**config.mk**
```make
export PLATFORM = sky130hd
export DESIGN_NAME = butterfly_host
export DESIGN_NICKNAME = d
export VERILOG_FILES = /design/src/rtl/butterfly_pkg.sv /design/src/rtl/butterfly_host_hold_timer.sv /design/src/rtl/butterfly_host.sv
export SDC_FILE = /design/constraint.sdc
export NUM_CORES = 1
export LEC_CHECK = 0
export ABC_AREA = 1
export CORE_UTILIZATION = 30
export CTS_CLUSTER_SIZE = 16
export DETAILED_ROUTE_END_ITERATION = 16
export HOLD_SLACK_MARGIN = 0.03
export PLACE_DENSITY = 0.58
export SYNTH_ARGS = -nofsm -noshare
export SYNTH_HDL_FRONTEND = slang
export SYNTH_HIERARCHICAL = 1
export SYNTH_SLANG_ARGS = --single-unit
```
**constraint.sdc**
```tcl
create_clock -name Clock -period 2.7 [get_ports Clock]
set_clock_uncertainty 0.2 [all_clocks]
set_input_delay 0.405 -clock Clock [delete_from_list [all_inputs] [get_ports Clock]]
set_output_delay 0.405 -clock Clock [all_outputs]
set_load 0.02 [all_outputs]
```
**src/rtl/butterfly_pkg.sv**
```systemverilog
// rtl/butterfly_pkg.sv - shared types and constants for the butterfly operand host
// Contents: host state enum, step constants, byte width, packed operand set and
// a helper that selects the byte to present for a given step.
package butterfly_pkg;

    localparam int BYTE_W = 8;

    typedef logic [3:0] step_t;

    localparam step_t STEP_LAST_LOAD  = 4'd5;
    localparam step_t STEP_FIRST_DISP = 4'd6;
    localparam step_t STEP_CLEAR      = 4'd10;

    typedef enum logic [1:0] {
        IDLE,
        PRESS,
        RELEASE,
        DONE
    } host_state_t;

    // Index 0 is ReW, then ImW, ReB, ImB, ReA, ImA: the order they are pressed in.
    typedef logic [5:0][BYTE_W-1:0] operand_set_t;

    // Load steps present their operand; display and clear steps present zero.
    function automatic logic [BYTE_W-1:0] step_byte(input operand_set_t ops, input step_t step);
        logic [BYTE_W-1:0] b;
        b = '0;
        if (step <= STEP_LAST_LOAD) begin
            b = ops[step[2:0]];
        end
        return b;
    endfunction

endpackage

```
**src/rtl/butterfly_host_hold_timer.sv**
```systemverilog
// rtl/butterfly_host_hold_timer.sv - loadable down-counter timing one press or release phase
// Ports:
//   clk, rst_n  clock and asynchronous active-low reset
//   load        reload the counter with HOLD_CYCLES-1
//   tc          terminal count: high while the counter sits at zero
module hold_timer #(
    parameter int HOLD_CYCLES = 16
) (
    input  logic clk,
    input  logic rst_n,
    input  logic load,
    output logic tc
);

    localparam int CW = (HOLD_CYCLES > 2) ? $clog2(HOLD_CYCLES) : 1;
    localparam logic [CW-1:0] LOAD_VAL = CW'(HOLD_CYCLES - 1);

    logic [CW-1:0] count;

    // Loading on the state-change edge makes the phase last exactly
    // HOLD_CYCLES cycles: HOLD_CYCLES-1 down to 0, leaving on tc.
    always_ff @(posedge clk or negedge rst_n) begin
        if (!rst_n) begin
            count <= '0;
        end else if (load) begin
            count <= LOAD_VAL;
        end else if (count != '0) begin
            count <= count - CW'(1);
        end
    end

    assign tc = (count == '0);

endmodule

```
**src/rtl/butterfly_host.sv**
```systemverilog
// rtl/butterfly_host.sv - operand sequencer and result collector for the serial FFT butterfly
// Ports:
//   Clock, nReset             clock and asynchronous active-low reset
//   start                     one-cycle run request, ignored unless idle
//   opReW..opImA              operand set, latched on an accepted start
//   dataOut, ReadyOut         operand byte and press strobe toward the butterfly
//   resultIn                  butterfly result bus
//   ReY, ImY, ReZ, ImZ        captured results
//   busy, done                transaction in progress / one-cycle completion pulse
module butterfly_host
    import butterfly_pkg::*;
#(
    parameter int HOLD_CYCLES = 16
) (
    input  logic              Clock,
    input  logic              nReset,
    input  logic              start,
    input  logic [BYTE_W-1:0] opReW,
    input  logic [BYTE_W-1:0] opImW,
    input  logic [BYTE_W-1:0] opReB,
    input  logic [BYTE_W-1:0] opImB,
    input  logic [BYTE_W-1:0] opReA,
    input  logic [BYTE_W-1:0] opImA,
    output logic [BYTE_W-1:0] dataOut,
    output logic              ReadyOut,
    input  logic [BYTE_W-1:0] resultIn,
    output logic [BYTE_W-1:0] ReY,
    output logic [BYTE_W-1:0] ImY,
    output logic [BYTE_W-1:0] ReZ,
    output logic [BYTE_W-1:0] ImZ,
    output logic              busy,
    output logic              done
);

    localparam step_t STEP_IMY = 4'd7;
    localparam step_t STEP_REZ = 4'd8;

    host_state_t       state;
    host_state_t       state_nxt;
    step_t             step;
    step_t             step_nxt;
    operand_set_t      ops;
    logic [BYTE_W-1:0] data_nxt;
    logic              tc;
    logic              timer_load;
    logic              accept;
    logic              ready_nxt;
    logic              busy_nxt;
    logic              done_nxt;
    logic              capture_en;

    hold_timer #(
        .HOLD_CYCLES(HOLD_CYCLES)
    ) u_hold_timer (
        .clk  (Clock),
        .rst_n(nReset),
        .load (timer_load),
        .tc   (tc)
    );

    always_ff @(posedge Clock or negedge nReset) begin
        if (!nReset) begin
            state <= IDLE;
        end else begin
            state <= state_nxt;
        end
    end

    always_comb begin
        state_nxt = state;
        case (state)
            IDLE:    if (start) state_nxt = PRESS;
            PRESS:   if (tc) state_nxt = RELEASE;
            RELEASE: if (tc) state_nxt = (step == STEP_CLEAR) ? DONE : PRESS;
            DONE:    state_nxt = IDLE;
            default: state_nxt = IDLE;
        endcase
    end

    always_comb begin
        accept     = 1'b0;
        step_nxt   = step;
        data_nxt   = dataOut;
        busy_nxt   = busy;
        capture_en = 1'b0;
        // Every entry into PRESS or RELEASE restarts the phase timer.
        timer_load = (state_nxt != state) && ((state_nxt == PRESS) || (state_nxt == RELEASE));
        // Registered strobe computed from the next state, so it is high exactly in PRESS.
        ready_nxt  = (state_nxt == PRESS);
        done_nxt   = (state == DONE);
        case (state)
            IDLE: begin
                if (start) begin
                    accept   = 1'b1;
                    step_nxt = '0;
                    data_nxt = opReW;
                    busy_nxt = 1'b1;
                end
            end
            RELEASE: begin
                if (tc) begin
                    // Last release cycle: the butterfly is still showing this step's result.
                    capture_en = (step >= STEP_FIRST_DISP) && (step < STEP_CLEAR);
                    if (step != STEP_CLEAR) begin
                        step_nxt = step_t'(step + 4'd1);
                        data_nxt = step_byte(ops, step_nxt);
                    end
                end
            end
            DONE: begin
                busy_nxt = 1'b0;
            end
            default: ;
        endcase
    end

    always_ff @(posedge Clock or negedge nReset) begin
        if (!nReset) begin
            step     <= '0;
            ops      <= '0;
            dataOut  <= '0;
            ReadyOut <= 1'b0;
            busy     <= 1'b0;
            done     <= 1'b0;
            ReY      <= '0;
            ImY      <= '0;
            ReZ      <= '0;
            ImZ      <= '0;
        end else begin
            step     <= step_nxt;
            dataOut  <= data_nxt;
            ReadyOut <= ready_nxt;
            busy     <= busy_nxt;
            done     <= done_nxt;
            if (accept) begin
                ops <= {opImA, opReA, opImB, opReB, opImW, opReW};
            end
            if (capture_en) begin
                case (step)
                    STEP_FIRST_DISP: ReY <= resultIn;
                    STEP_IMY:        ImY <= resultIn;
                    STEP_REZ:        ReZ <= resultIn;
                    default:         ImZ <= resultIn;
                endcase
            end
        end
    end

endmodule

```
==> impl_metrics.env <==
export IMPL_nets=705
export IMPL_synth_cells=539
export IMPL_clk_latency_ns=0.35
export IMPL_diodes=0
export IMPL_wl_met1_um=5744
export IMPL_rsz0062_at_grt="no"
export IMPL_die_area_um2=16420
export IMPL_p_seq_share_pct=51.5
export IMPL_finalMaxSlewViolations=0
export IMPL_p_leak_nw=2.905
export IMPL_cts_tree="built"
export IMPL_postCtsSetupRepairBufs=0
export IMPL_min_path_cells=2
export IMPL_synth_top_family_by_area="simple AND/OR/NAND/NOR gates"
export IMPL_clock_fmax_mhz=450.7
export IMPL_route_met3_wl_um=707
export IMPL_period_minus_slack_ns=2.219
export IMPL_power_density_nw_per_um2=465.9
export IMPL_syn_num_nets=603
export IMPL_period_share_pct=82.18
export IMPL_grt_pass1_vias=4117
export IMPL_setup_worst_path_start_class="flip-flop"
export IMPL_design_area_um2=6300
export IMPL_grt_overflow=0
export IMPL_hold_viol_final=0
export IMPL_cts_buffer_depth=2
export IMPL_synth_xor_area_share_pct=0
export IMPL_final_common_cell="nand2_1"
export IMPL_cp_required_ns=2.78
export IMPL_drt_wirelength_per_cell_um=13.99
export IMPL_netlist_area_leader_share_pct=52.95
export IMPL_io_pins=102
export IMPL_yosys_area_share_adder_pct=1.311
export IMPL_synth_seq_area_share_pct=52.95
export IMPL_viasPerCell=4.609
export IMPL_cts_buffers=9
export IMPL_fillers=1518
export IMPL_crit_start="u_hold_timer/count[0]"
export IMPL_core_area_um2=15370
export IMPL_cts_resized_gates=0
export IMPL_worst_pin_slew_ns=0.5299
export IMPL_grt_start_max_net_pins=66
export IMPL_fin_tns_setup_ns=0
export IMPL_h_tree_depth=3
export IMPL_rr_worst_depth=10
export IMPL_critPathKind="flip-flop to flip-flop"
export IMPL_syn_to_final_growth_pct=31.98
export IMPL_yosys_top_cells_area="dfrtp_1 53%, nand2_1 14%, mux2_2 7.1%"
export IMPL_hp_class="flip-flop to flip-flop"
export IMPL_r2r_start="u_hold_timer/count[0]"
export IMPL_yosysUniqueCellTypes=30
export IMPL_synth_compound_area_share_pct=6.841
export IMPL_place_congestion=0.8209
export IMPL_syn_area_per_cell_um2=8.856
export IMPL_path_max_fanout=5
export IMPL_synth_area_mux_share_pct=7.549
export IMPL_die_w_um=128.1
export IMPL_ant_nets=0
export IMPL_cts_sinks=101
export IMPL_syn_area_um2=4773
export IMPL_fp_row_count=45
export IMPL_dp_hpwl_um=8754
export IMPL_slew_headroom_pct=64.67
export IMPL_setup_viol=0
export IMPL_cts_clk_slew_worst_paths_ns=0.07
export IMPL_place_inst=840
export IMPL_pre_cts_ws_ns=0.5007
export IMPL_synth_seq_cells=101
export IMPL_yosysWarnings=6
export IMPL_layoutNonFillerInstCount=857
export IMPL_p_int_mw=2.278
export IMPL_combPwrFrac_pct=4.6
export IMPL_hold_slack_ns=0.2718
export IMPL_drtIter0Drc=279
export IMPL_drv_cap=0
export IMPL_swShare_pct=22.39
export IMPL_status="finished clean"
export IMPL_synth_simple_area_share_pct=25.37
export IMPL_fin_util_pct=40.98
export IMPL_grt_util_all_layers_pct=15.60
export IMPL_antenna_found_initial=0
export IMPL_p_sw_mw=0.6572
export IMPL_highest_layer="met4"
export IMPL_drive_gt1_share_pct=12.38
export IMPL_start_util_pct=31.05
export IMPL_end_kind="flip-flop"
export IMPL_drc_errors=0
export IMPL_io_buffers=101
export IMPL_hold_start="ReY[5]"
export IMPL_wl_met2_um=5392
export IMPL_place_area_um2=5995
export IMPL_finalWorstSetupSlack_ns=0.4812
export IMPL_synth_top_area_cell="dfrtp_1"
export IMPL_drt_wl_total_um=11990
export IMPL_cp_arrival_ns=2.30
export IMPL_power_mw=2.935
export IMPL_ir_drop_uv=307.7
export IMPL_vias=3950
export IMPL_layout_common_cells="179 x nand2_1, 101 x dfrtp_1, 100 x clkdlybuf4s50_1, 43 x nand3_1, 39 x nor2_1"
export IMPL_clockRootBuffer="clkbuf_16"
export IMPL_p_clk_share_pct=43.9
export IMPL_grt_pass1_wl_um=19840
export IMPL_die_h_um=128.1
export IMPL_firstDrtPassIters=4
## cells by family (layout without fill, tap and decap cells)
| family | count (synthesis) | in the layout |
|---|---|---|
| flops | 101 | 101 |
| buf+inv | 60 | 167 |
| mux | 32 | 32 |
| fa+ha+maj | 5 | 5 |
| compound gates | 62 | 62 |
| simple gates | 279 | 279 |
## power groups by stage
stage	combinational [mW]	sequential, mW	clock, mW
floorplan	0.00371	1.54	0
global placement	0.137	1.54	0
detailed placement	0.137	1.54	0
CTS	0.139	1.51	1.32
global route	0.148	1.51	1.39
finish	0.136	1.51	1.29
## sequential cells by signal, summed over array words and instances (netlist names), 2 cells and up
name / cells
ImY: 8
ImZ: 8
ReY: 8
ReZ: 8
dataOut: 8
ops: 48
state: 2
step: 4
u_hold_timer/count: 4
## cells in the mapped netlist, drive strengths merged
cell and number:
ha 5, nand3b 1, a21oi 20, nand4 1
nand3 45, o21ai 41, clkbuf 2, dfrtp 101
a31oi 1, nor2 47, clkinv 1, nand2 185
mux2 32, buf 15, inv 42
## critical path, stage by stage, from the launching register on
cell,delay (ns)
dfrtp_1,0.39
inv_1,0.12
ha_1,0.27
nand2_2,0.10
inv_1,0.15
o21ai_0,0.12
a31oi_1,0.21
ha_1,0.27
nor2_1,0.15
inv_1,0.09
nand3_1,0.10
## metal layers
layer / global-route usage [%] / vias to the layer above
met3: 4.215 / 12
li1: - / 1945
met5: 0 / -
met4: 5.398 / 0
met1: 20.54 / 1879
met2: 24.71 / 114
## cell type report
cell class                      instances  area (µm²)  share of cell area [%]
Inverter                               43       163.9                   2.602
Timing Repair Buffer                  108        1089                   17.28
Sequential cell                       101        2527                   40.12
Multi-Input combinational cell        378        1961                   31.12
Clock inverter                          5       42.54                  0.6753
Tap cell                              211       264.0                   4.191
Clock buffer                           11       252.7                   4.012
## worst paths after layout
path / to / slack [ns]
min in group asynchronous: ImY[1] / 0.38
max in group asynchronous: ReY[7] / 1.18
max reg2reg: u_hold_timer/count[3] / 0.48
min reg2reg: ReY[5] / 0.27
min: ReY[5] / 0.27
max: u_hold_timer/count[3] / 0.48
## repair_timing
action	4_1_cts	5_1_grt
hold endpoints to repair	35	0
hold buffers	1	0
endpoints found under the setup margin	0	0
No activity file was read; power rests on OpenSTA's default activity.
